==> config.mk <==
export PLATFORM = sky130hd
export DESIGN_NAME = spi_slave_char_trx
export DESIGN_NICKNAME = d
export VERILOG_FILES = /design/src/rtl/spi_slave_char_trx.sv
export SDC_FILE = /design/constraint.sdc
export NUM_CORES = 1
export LEC_CHECK = 0
export BUFFER_PORTS_ARGS = -buffer_cell sky130_fd_sc_hd__buf_2
export CORE_MARGIN = 1.5
export CORE_UTILIZATION = 35
export CTS_CLUSTER_DIAMETER = 200
export CTS_CLUSTER_SIZE = 25
export DETAILED_ROUTE_END_ITERATION = 7
export PLACE_DENSITY = 0.53
export SLEW_MARGIN = 25
export SYNTH_ARGS = -nofsm -noshare
export SYNTH_HDL_FRONTEND = slang
export SYNTH_SLANG_ARGS = --single-unit
==> constraint.sdc <==
create_clock -name S_SYSCLK -period 3.98 [get_ports S_SYSCLK]
set_input_delay 0.796 -clock S_SYSCLK [delete_from_list [all_inputs] [get_ports S_SYSCLK]]
set_output_delay 0.796 -clock S_SYSCLK [all_outputs]
set_load 0.05 [all_outputs]
==> src/rtl/spi_slave_char_trx.sv <==
// spi_slave_char_trx: oversampling SPI slave that receives and transmits one 4..16-bit character
// per frame, with CPOL/CPHA/bit-order/length matching the SPI master's per-chip-select mode.
module spi_slave_char_trx #(
  parameter int CHAR_NBITS = 32
) (
  input  logic                  S_SYSCLK,
  input  logic                  S_RESET,
  input  logic                  S_ENABLE,
  input  logic                  S_CPOL,
  input  logic                  S_CPHA,
  input  logic                  S_REV,
  input  logic [3:0]            S_CHAR_LEN,
  input  logic                  S_SPI_CS,
  input  logic                  S_SPI_SCK,
  input  logic                  S_SPI_MOSI,
  output logic                  S_SPI_MISO,
  output logic                  S_CHAR_DONE,
  input  logic [CHAR_NBITS-1:0] S_WCHAR,
  output logic [CHAR_NBITS-1:0] S_RCHAR
);
  logic [1:0] sck_s, mosi_s, cs_s;
  logic [2:0] rdy;
  logic sck_r, mosi_r, cs_r, rise, fall, cs_fall, sel;
  logic lead, trail, smp, drv, active, last, tx_bit, w_bit, unused_hi;
  logic [3:0] top, cnt;
  logic [15:0] mask, tx, rx, tx_w, rx_n, tx_sh, w_sh;
  assign top = S_CHAR_LEN >= 4'd3 ? S_CHAR_LEN : 4'd7;
  assign mask = 16'hffff >> (4'd15 - top);
  assign tx_w = S_WCHAR[15:0] & mask;
  assign lead = S_CPOL ? fall : rise;
  assign trail = S_CPOL ? rise : fall;
  assign smp = S_CPHA ? trail : lead;
  assign drv = S_CPHA ? lead : trail;
  assign active = S_ENABLE & ~cs_r;
  assign last = cnt == top;
  assign rx_n = S_REV ? {rx[14:0], mosi_r} : rx | (16'(mosi_r) << cnt);
  assign tx_sh = S_REV ? tx << 1 : tx >> 1;
  assign w_sh = S_REV ? tx_w << 1 : tx_w >> 1;
  assign tx_bit = S_REV ? tx[top] : tx[0];
  assign w_bit = S_REV ? tx_w[top] : tx_w[0];
  assign unused_hi = ^S_WCHAR[CHAR_NBITS-1:16];
  // rdy masks the false CS fall seen while the reset values of the CS sync chain flush out
  always_ff @(posedge S_SYSCLK) begin
    if (S_RESET) begin
      sck_s <= '0;
      mosi_s <= '0;
      cs_s <= '1;
      sck_r <= 1'b0;
      mosi_r <= 1'b0;
      cs_r <= 1'b1;
      rise <= 1'b0;
      fall <= 1'b0;
      cs_fall <= 1'b0;
      rdy <= '0;
    end else begin
      sck_s <= {sck_s[0], S_SPI_SCK};
      mosi_s <= {mosi_s[0], S_SPI_MOSI};
      cs_s <= {cs_s[0], S_SPI_CS};
      sck_r <= sck_s[1];
      mosi_r <= mosi_s[1];
      cs_r <= cs_s[1];
      rise <= sck_s[1] & ~sck_r;
      fall <= ~sck_s[1] & sck_r;
      cs_fall <= rdy[2] & cs_r & ~cs_s[1];
      rdy <= {rdy[1:0], 1'b1};
    end
  end
  // the tx register always holds the bits not yet driven; a drive presents the head and shifts
  always_ff @(posedge S_SYSCLK) begin
    if (S_RESET || !active) begin
      sel <= 1'b0;
      cnt <= '0;
      tx <= '0;
      rx <= '0;
      S_SPI_MISO <= 1'b1;
      S_CHAR_DONE <= 1'b0;
      if (S_RESET) S_RCHAR <= '0;
    end else if (cs_fall) begin
      sel <= 1'b1;
      cnt <= '0;
      rx <= '0;
      S_CHAR_DONE <= 1'b0;
      tx <= S_CPHA ? tx_w : w_sh;
      if (!S_CPHA) S_SPI_MISO <= w_bit;
    end else begin
      S_CHAR_DONE <= sel & smp & last;
      if (sel & smp) begin
        cnt <= last ? '0 : cnt + 4'd1;
        rx <= last ? '0 : rx_n;
        if (last) S_RCHAR <= CHAR_NBITS'(rx_n);
      end
      if (sel & smp & last) tx <= tx_w;
      else if (sel & drv) begin
        tx <= tx_sh;
        S_SPI_MISO <= tx_bit;
      end
    end
  end
endmodule

==> results of run 1 <==
==> routing by layer <==
layer  wire, µm  share of wire  vias up  track usage
met5          0              0        -            0
met1       5730           0.49     1895        0.265
met2       5050           0.43      112        0.286
li1           -              -     1936            -
met3        734          0.063       12       0.0386
met4        149          0.013        0       0.0683
==> worst min path at each step <==
stage                         end  slack (ns)  depth (start not counted)
2_1_floorplan     rise$_SDFF_PP0_        0.38                          1
3_3_place_gp      rise$_SDFF_PP0_        0.39                          1
3_5_place_dp   cs_s[1]$_SDFF_PP1_        0.39                          1
4_1_cts        cs_s[1]$_SDFF_PP1_        0.41                          1
5_1_grt           fall$_SDFF_PP0_        0.43                          1
6_report       cs_s[1]$_SDFF_PP1_        0.41                          1
==> synth_stat cells, types with 2 or more instances <==
library cell,instances,area [µm²]
o31a_1,2,17.5
a31oi_1,14,87.6
buf_1,5,18.8
xnor2_1,4,35.0
mux2_2,9,101
dfxtp_1,54,1080
nand2_1,29,109
or2_2,4,25.0
nand3_1,12,60.1
buf_4,19,143
a311oi_1,2,17.5
nor2_1,92,345
edfxtp_1,16,480
mux4_2,4,90.1
a211oi_1,8,60.1
mux2i_1,16,160
nor2b_1,9,56.3
o21ba_2,2,20.0
o22ai_1,15,93.8
xor2_1,2,17.5
a211o_1,5,43.8
nor4_1,5,31.3
o21ai_0,43,215
nand4_1,2,12.5
o31ai_4,2,42.5
a21oi_1,39,195
o311ai_0,2,17.5
nand2b_1,5,31.3
o31ai_1,6,45.0
inv_1,7,26.3
nor3_1,8,40.0
clkbuf_1,21,78.8
a221oi_1,2,17.5
o41ai_1,2,17.5
buf_2,13,65.1
buf_6,2,22.5
nand3b_1,5,37.5
o211ai_1,9,67.6
or3_1,2,12.5
==> power groups by stage <==
stage	clock network [mW]	registers, mW	logic (mW)
2_1_floorplan	0	0.775	0.143
3_3_place_gp	0	0.755	0.198
3_5_place_dp	0	0.755	0.199
4_1_cts	0.895	0.740	0.200
5_1_grt	0.924	0.740	0.217
6_report	0.872	0.740	0.201
==> state kept, by name, indices dropped and copies added, names as in the netlist <==
name	count
rise	1
S_RCHAR	16
sck_s	2
sel	1
S_CHAR_DONE	1
cnt	4
mosi_r	1
cs_fall	1
fall	1
S_SPI_MISO	1
cs_s	2
mosi_s	2
sck_r	1
rdy	3
tx	16
cs_r	1
rx	16
==> kinds of logic (layout without fill, tap and decap cells) <==
kind of cell	after synthesis	after routing	share of synthesized area
AND/OR/NAND/NOR	181	181	0.196
adder cells (fa/ha/maj)	1	1	0.00290
multiplexers	29	29	0.0814
XOR/XNOR	7	7	0.0159
buffers and inverters	68	82	0.0829
other	1	16	0.000868
AO/OA/AOI/OAI	169	169	0.258
flip-flops	70	70	0.362
==> worst register-to-register path: stages (launching register included) <==
cell and delay (ns):
dfxtp_1 0.43, or3b_1 0.43, a21oi_2 0.17, a31o_1 0.34, nand3_2 0.26, o41ai_4 0.26, buf_4 0.30
==> layout by cell type, fill, tap and decap left out, types with 12 or more instances in the layout <==
| cell type | synthesis | final |
|---|---|---|
| nor2_1 | 92 | 92 |
| dfxtp_1 | 54 | 54 |
| buf_2 | 13 | 46 |
| o21ai_0 | 43 | 43 |
| a21oi_1 | 39 | 39 |
| nand2_1 | 29 | 29 |
| edfxtp_1 | 16 | 16 |
| mux2i_1 | 16 | 16 |
| conb_1 | 1 | 16 |
| o22ai_1 | 15 | 15 |
| a31oi_1 | 14 | 14 |
| nand3_1 | 12 | 12 |
| buf_4 | 19 | 12 |
==> layout make-up <==
cell class / instances / share of cell area
clock buffer: 10 / 0.0468
clock inverter: 6 / 0.0189
inverter: 8 / 0.00613
multi-input combinational: 403 / 0.506
sequential: 70 / 0.319
tap: 147 / 0.0376
timing repair buffer: 58 / 0.0654
==> results.sh, run 1 <==
export IMPL_status="complete, no violations"
export IMPL_fmax_mhz=349
export IMPL_wl_per_cell_um=16.6
export IMPL_clock_root_buffer="clkbuf_16"
export IMPL_placedCellCount=686
export IMPL_grt_max_degree=42
export IMPL_io_pins=79
export IMPL_cts_tree="done"
export IMPL_finalMaxSlewViolations=0
export IMPL_vias=3955
export IMPL_cts_resized=0
export IMPL_async_flop_share=0
export IMPL_routed_wl_um=11700
export IMPL_design_core_area_um2=12000
export IMPL_first_pass_iters=4
export IMPL_rsz0062_at_grt="false"
export IMPL_hold_viol_final=0
export IMPL_end_kind="flip-flop"
export IMPL_netSwitchingFraction=0.259
export IMPL_seq_power_share=0.408
export IMPL_gp_congestion=0.823
export IMPL_p_switching_mw=0.469
export IMPL_port_buffer_count=46
export IMPL_critPathLaunchType="input port"
export IMPL_first_iter_violations=232
export IMPL_setup_viol=0
export IMPL_final_cell_area_um2=4900
export IMPL_synthToLayoutAreaGrowth_pct=13.4
export IMPL_row_count=40
export IMPL_start_util=0.359
export IMPL_ys_ff_latch=70
export IMPL_cp_num_cells=7
export IMPL_drv_cap=0
export IMPL_dpl_worst_slack_ns=0.794
export IMPL_crit_buf_inv=1
export IMPL_clock_skew_ns=0.0105
export IMPL_min_period_ns=2.86
export IMPL_clk_latency_ns=0.34
export IMPL_critPathCapture="tx[10]$_SDFFE_PP0P_"
export IMPL_cts_buffers=9
export IMPL_cts_hold_buf=0
export IMPL_tightest_slew_ns=0.945
export IMPL_clock_path_buffers=2
export IMPL_powerDensity_nw_per_um2=370
export IMPL_die_x_um=114
export IMPL_worstPathArrival_ns=3.10
export IMPL_rr_worst_depth=6
export IMPL_slowest_stage="o31ai_4"
export IMPL_r2r_setup_slack_ns=1.45
export IMPL_die_area_um2=13000
export IMPL_grt_pass1_vias=3739
export IMPL_n_antenna_cell=0
export IMPL_cp_top_family="compound AO/OA/AOI/OAI gates"
export IMPL_combinationalPowerShare=0.111
export IMPL_multi_input_area_um2=2480
export IMPL_worst_slack_ns=1.12
export IMPL_ant_nets=0
export IMPL_p_clk_frac=0.481
export IMPL_synth_edf_count=16
export IMPL_final_cells=702
export IMPL_reg2reg_to="S_RCHAR[1]$_SDFFCE_PP0P_"
export IMPL_utilization=0.408
export IMPL_post_dp_cell_area_um2=4570
export IMPL_relSlewSlack=0.366
export IMPL_final_fill_count=1219
export IMPL_cts_htree_levels=3
export IMPL_cellLeakagePower_nw=1.75
export IMPL_cp_startpoint="S_CHAR_LEN[0]"
export IMPL_drc=0
export IMPL_internal_power_mw=1.34
export IMPL_tns_ns=0
export IMPL_total_power_mw=1.81
export IMPL_regArea_um2=1560
export IMPL_grt_overflow=0
export IMPL_synth_seq_area_share=0.362
export IMPL_critical_path_class="input port to flip-flop"
export IMPL_layout_nets=596
export IMPL_dieHeight_um=114
export IMPL_ys_warn_count=0
export IMPL_vias_per_cell=5.63
export IMPL_min_path_type="flip-flop to flip-flop"
export IMPL_ys_flop_type="dfxtp_1"
export IMPL_holdWs_ns=0.406
export IMPL_cp_slowest_stage_delay_ns=0.77
export IMPL_post_cts_buffers=0
export IMPL_numClockSinks=70
export IMPL_dp_final_hpwl_um=7770
export IMPL_min_from="cs_s[0]$_SDFF_PP1_"
export IMPL_antenna_found_initial=0
export IMPL_peakVddDrop_mv=0.154
export IMPL_yosysUniqueCellTypes=67
export IMPL_grt_pass1_wl_um=19300
export IMPL_grt_use_total=0.188
export IMPL_cp_max_fo=19
export IMPL_synth_area_um2=4320
export IMPL_clkTransAtPathRegs_ns=0.06
export IMPL_crit_reg2reg_launch="cnt[2]$_SDFFE_PP0P_"
export IMPL_layout_drive_gt1_share=0.191
export IMPL_cp_required_ns=4.21
export IMPL_syn_avg_cell_area_um2=8.21
export IMPL_period_share=0.720
export IMPL_syn_inst=526
export IMPL_path_cells="buf_2, nand2_4, mux2i_1, a31oi_2, o31ai_4, o21ai_0, o21ba_2"
Power figures use the tool's default switching activity.
==> inputs of run 2 (changes only) <==
ABC_AREA = 1   (was unset)
PLACE_DENSITY = 0.52   (was 0.53)
clock period = 2.7 ns   (was 3.98 ns; I/O delays follow)
==> results.sh, run 2 <==
export IMPL_clock_path_buffers=2
export IMPL_grt_use_total=0.187
export IMPL_rr_worst_depth=6
export IMPL_hold_path_depth=2
export IMPL_peakVddDrop_mv=0.237
export IMPL_p_switching_mw=0.680
export IMPL_dp_final_hpwl_um=8330
export IMPL_min_from="S_SPI_CS"
export IMPL_seq_power_share=0.415
export IMPL_ys_ff_latch=70
export IMPL_cts_tree="done"
export IMPL_hold_viol_final=0
export IMPL_syn_avg_cell_area_um2=6.85
export IMPL_internal_power_mw=1.95
export IMPL_vias_per_cell=4.99
export IMPL_cts_buffers=9
export IMPL_p_clk_frac=0.467
export IMPL_min_path_type="input port to flip-flop"
export IMPL_clock_root_buffer="clkbuf_16"
export IMPL_relSlewSlack=0.614
export IMPL_synthTopCellsByArea="dfxtp_1 (26%), edfxtp_1 (11%), nand2_1 (11%)"
export IMPL_reg2reg_to="S_RCHAR[6]$_SDFFCE_PP0P_"
export IMPL_io_pins=79
export IMPL_routed_wl_um=11400
export IMPL_die_area_um2=12700
export IMPL_antenna_found_initial=0
export IMPL_netSwitchingFraction=0.259
export IMPL_whs_endpoint="cs_s[0]$_SDFF_PP1_"
export IMPL_combinationalPowerShare=0.118
export IMPL_fmax_mhz=471
export IMPL_wl_per_cell_um=14.1
export IMPL_rsz0062_at_grt="false"
export IMPL_start_util=0.364
export IMPL_cts_hold_buf=0
export IMPL_grt_pass1_wl_um=18600
export IMPL_n_antenna_cell=0
export IMPL_powerDensity_nw_per_um2=537
export IMPL_numClockSinks=70
export IMPL_status="complete, no violations"
export IMPL_critPathLaunchType="flip-flop"
export IMPL_dieHeight_um=113
export IMPL_synthToLayoutAreaGrowth_pct=16.4
export IMPL_ys_flop_type="dfxtp_1"
export IMPL_final_fill_count=1233
export IMPL_synth_area_leader_cell="dfxtp_1"
export IMPL_ant_nets=0
export IMPL_port_buffer_count=46
export IMPL_critical_path_class="flip-flop to flip-flop"
export IMPL_end_kind="flip-flop"
export IMPL_finalMaxSlewViolations=0
export IMPL_yosysMostFrequentCell="nand2_1"
export IMPL_gp_congestion=0.890
export IMPL_async_flop_share=0
export IMPL_cp_max_fo=16
export IMPL_holdWs_ns=0.381
export IMPL_first_iter_violations=245
export IMPL_drc=0
export IMPL_row_count=39
export IMPL_yosysUniqueCellTypes=46
export IMPL_synth_area_um2=4210
export IMPL_first_pass_iters=4
export IMPL_setup_viol=0
export IMPL_mostFrequentLayoutCell="nand2_1"
export IMPL_crit_reg2reg_launch="cnt[3]$_SDFFE_PP0P_"
export IMPL_syn_inst=614
export IMPL_vias=4050
export IMPL_min_period_ns=2.12
export IMPL_r2r_setup_slack_ns=0.58
export IMPL_synth_edf_count=16
export IMPL_cp_required_ns=2.75
export IMPL_layout_nets=710
export IMPL_worstPathArrival_ns=2.17
export IMPL_design_core_area_um2=11600
export IMPL_clk_latency_ns=0.34
export IMPL_synth_seq_area_share=0.371
export IMPL_period_share=0.787
export IMPL_layout_drive_gt1_share=0.160
export IMPL_grt_overflow=0
export IMPL_cts_htree_levels=3
export IMPL_clkTransAtPathRegs_ns=0.05
export IMPL_grt_max_degree=36
export IMPL_die_x_um=113
export IMPL_drv_cap=0
export IMPL_top_regs="S_RCHAR (16), rx (16), tx (16)"
export IMPL_cellLeakagePower_nw=2.13
export IMPL_clock_skew_ns=0.00743
export IMPL_post_cts_buffers=0
export IMPL_ys_warn_count=0
export IMPL_grt_pass1_vias=3693
export IMPL_tns_ns=0
export IMPL_yosys_top_cells_count="nand2_1 (128), nor2_1 (83), inv_1 (67)"
export IMPL_synth_top_area_share=0.257
export IMPL_final_cell_mix="nand2_1 (128), nor2_1 (83), inv_1 (67), o21ai_0 (57), dfxtp_1 (54)"
export IMPL_cts_resized=0
export IMPL_tightest_slew_ns=0.574
-- run 2: cells by family after synthesis --
| kind of cell | count (synthesis) | share of synthesized area |
|---|---|---|
| AOI/OAI and AO/OA | 133 | 0.180 |
| DFF | 70 | 0.371 |
| and+or+nand+nor | 290 | 0.309 |
| other | 1 | 0.000891 |
| xor gates and xnor gates | 5 | 0.0122 |
| buffers and inverters | 114 | 0.124 |
| adders and majority gates | 1 | 0.00297 |
-- run 2: worst max-delay path by stage --
stage	startpoint	end	slack (ns)
2_1_floorplan	S_CHAR_LEN[2]	S_RCHAR[0]$_SDFFCE_PP0P_	0.07
3_3_place_gp	S_CHAR_LEN[3]	S_RCHAR[6]$_SDFFCE_PP0P_	0.25
3_5_place_dp	S_CHAR_LEN[3]	S_RCHAR[5]$_SDFFCE_PP0P_	0.22
4_1_cts	cnt[3]$_SDFFE_PP0P_	S_RCHAR[6]$_SDFFCE_PP0P_	0.57
5_1_grt	cnt[3]$_SDFFE_PP0P_	tx[4]$_SDFFE_PP0P_	0.33
6_report	cnt[3]$_SDFFE_PP0P_	S_RCHAR[6]$_SDFFCE_PP0P_	0.58
-- run 2: cell type report --
| cell class | instances | area, µm² | area share |
|---|---|---|---|
| Clock inverter | 1 | 7.51 | 0.00153 |
| Clock buffer | 15 | 309 | 0.0631 |
| Sequential cell | 70 | 1560 | 0.319 |
| Inverter | 75 | 282 | 0.0575 |
| Tap cell | 143 | 179 | 0.0366 |
| Multi-Input combinational cell | 445 | 2190 | 0.447 |
| Timing Repair Buffer | 63 | 370 | 0.0757 |
-- run 2: power groups by stage --
| stage | combinational (mW) | sequential, mW | clock (mW) |
|---|---|---|---|
| after floorplan | 0.207 | 1.14 | 0 |
| after global placement | 0.309 | 1.11 | 0 |
| after detailed placement | 0.309 | 1.11 | 0 |
| after CTS | 0.310 | 1.09 | 1.26 |
| after global routing | 0.342 | 1.09 | 1.30 |
| final | 0.311 | 1.09 | 1.23 |
-- run 2: critical path, stage by stage, from the launching register on --
cell     delay, ns
dfxtp_1       0.54
xnor2_1       0.16
o21ai_1       0.12
nor3_4        0.38
nand3_2       0.15
o31ai_2       0.28
buf_12        0.19
-- run 2: stage by stage --
step                power, mW  instance area [µm²]  instances  setup slack (ns)   util
floorplan                1.35                 4270        629            0.0710      -
global placement         1.42                 4580        796             0.245  0.396
detailed placement       1.42                 4580        796             0.222  0.396
CTS                      2.66                 4890        812             0.565  0.423
global route             2.73                 4890        812             0.334  0.423
finish                   2.63                 4890        812             0.576  0.423
-- run 2: routing by layer --
metal,global-route usage,share of wire,routed length (µm),vias up
met3,0.0394,0.048,543,13
met5,0,0,0,-
met1,0.243,0.47,5350,1847
met4,0.0667,0.017,193,0
met2,0.308,0.47,5340,105
li1,-,-,-,2085
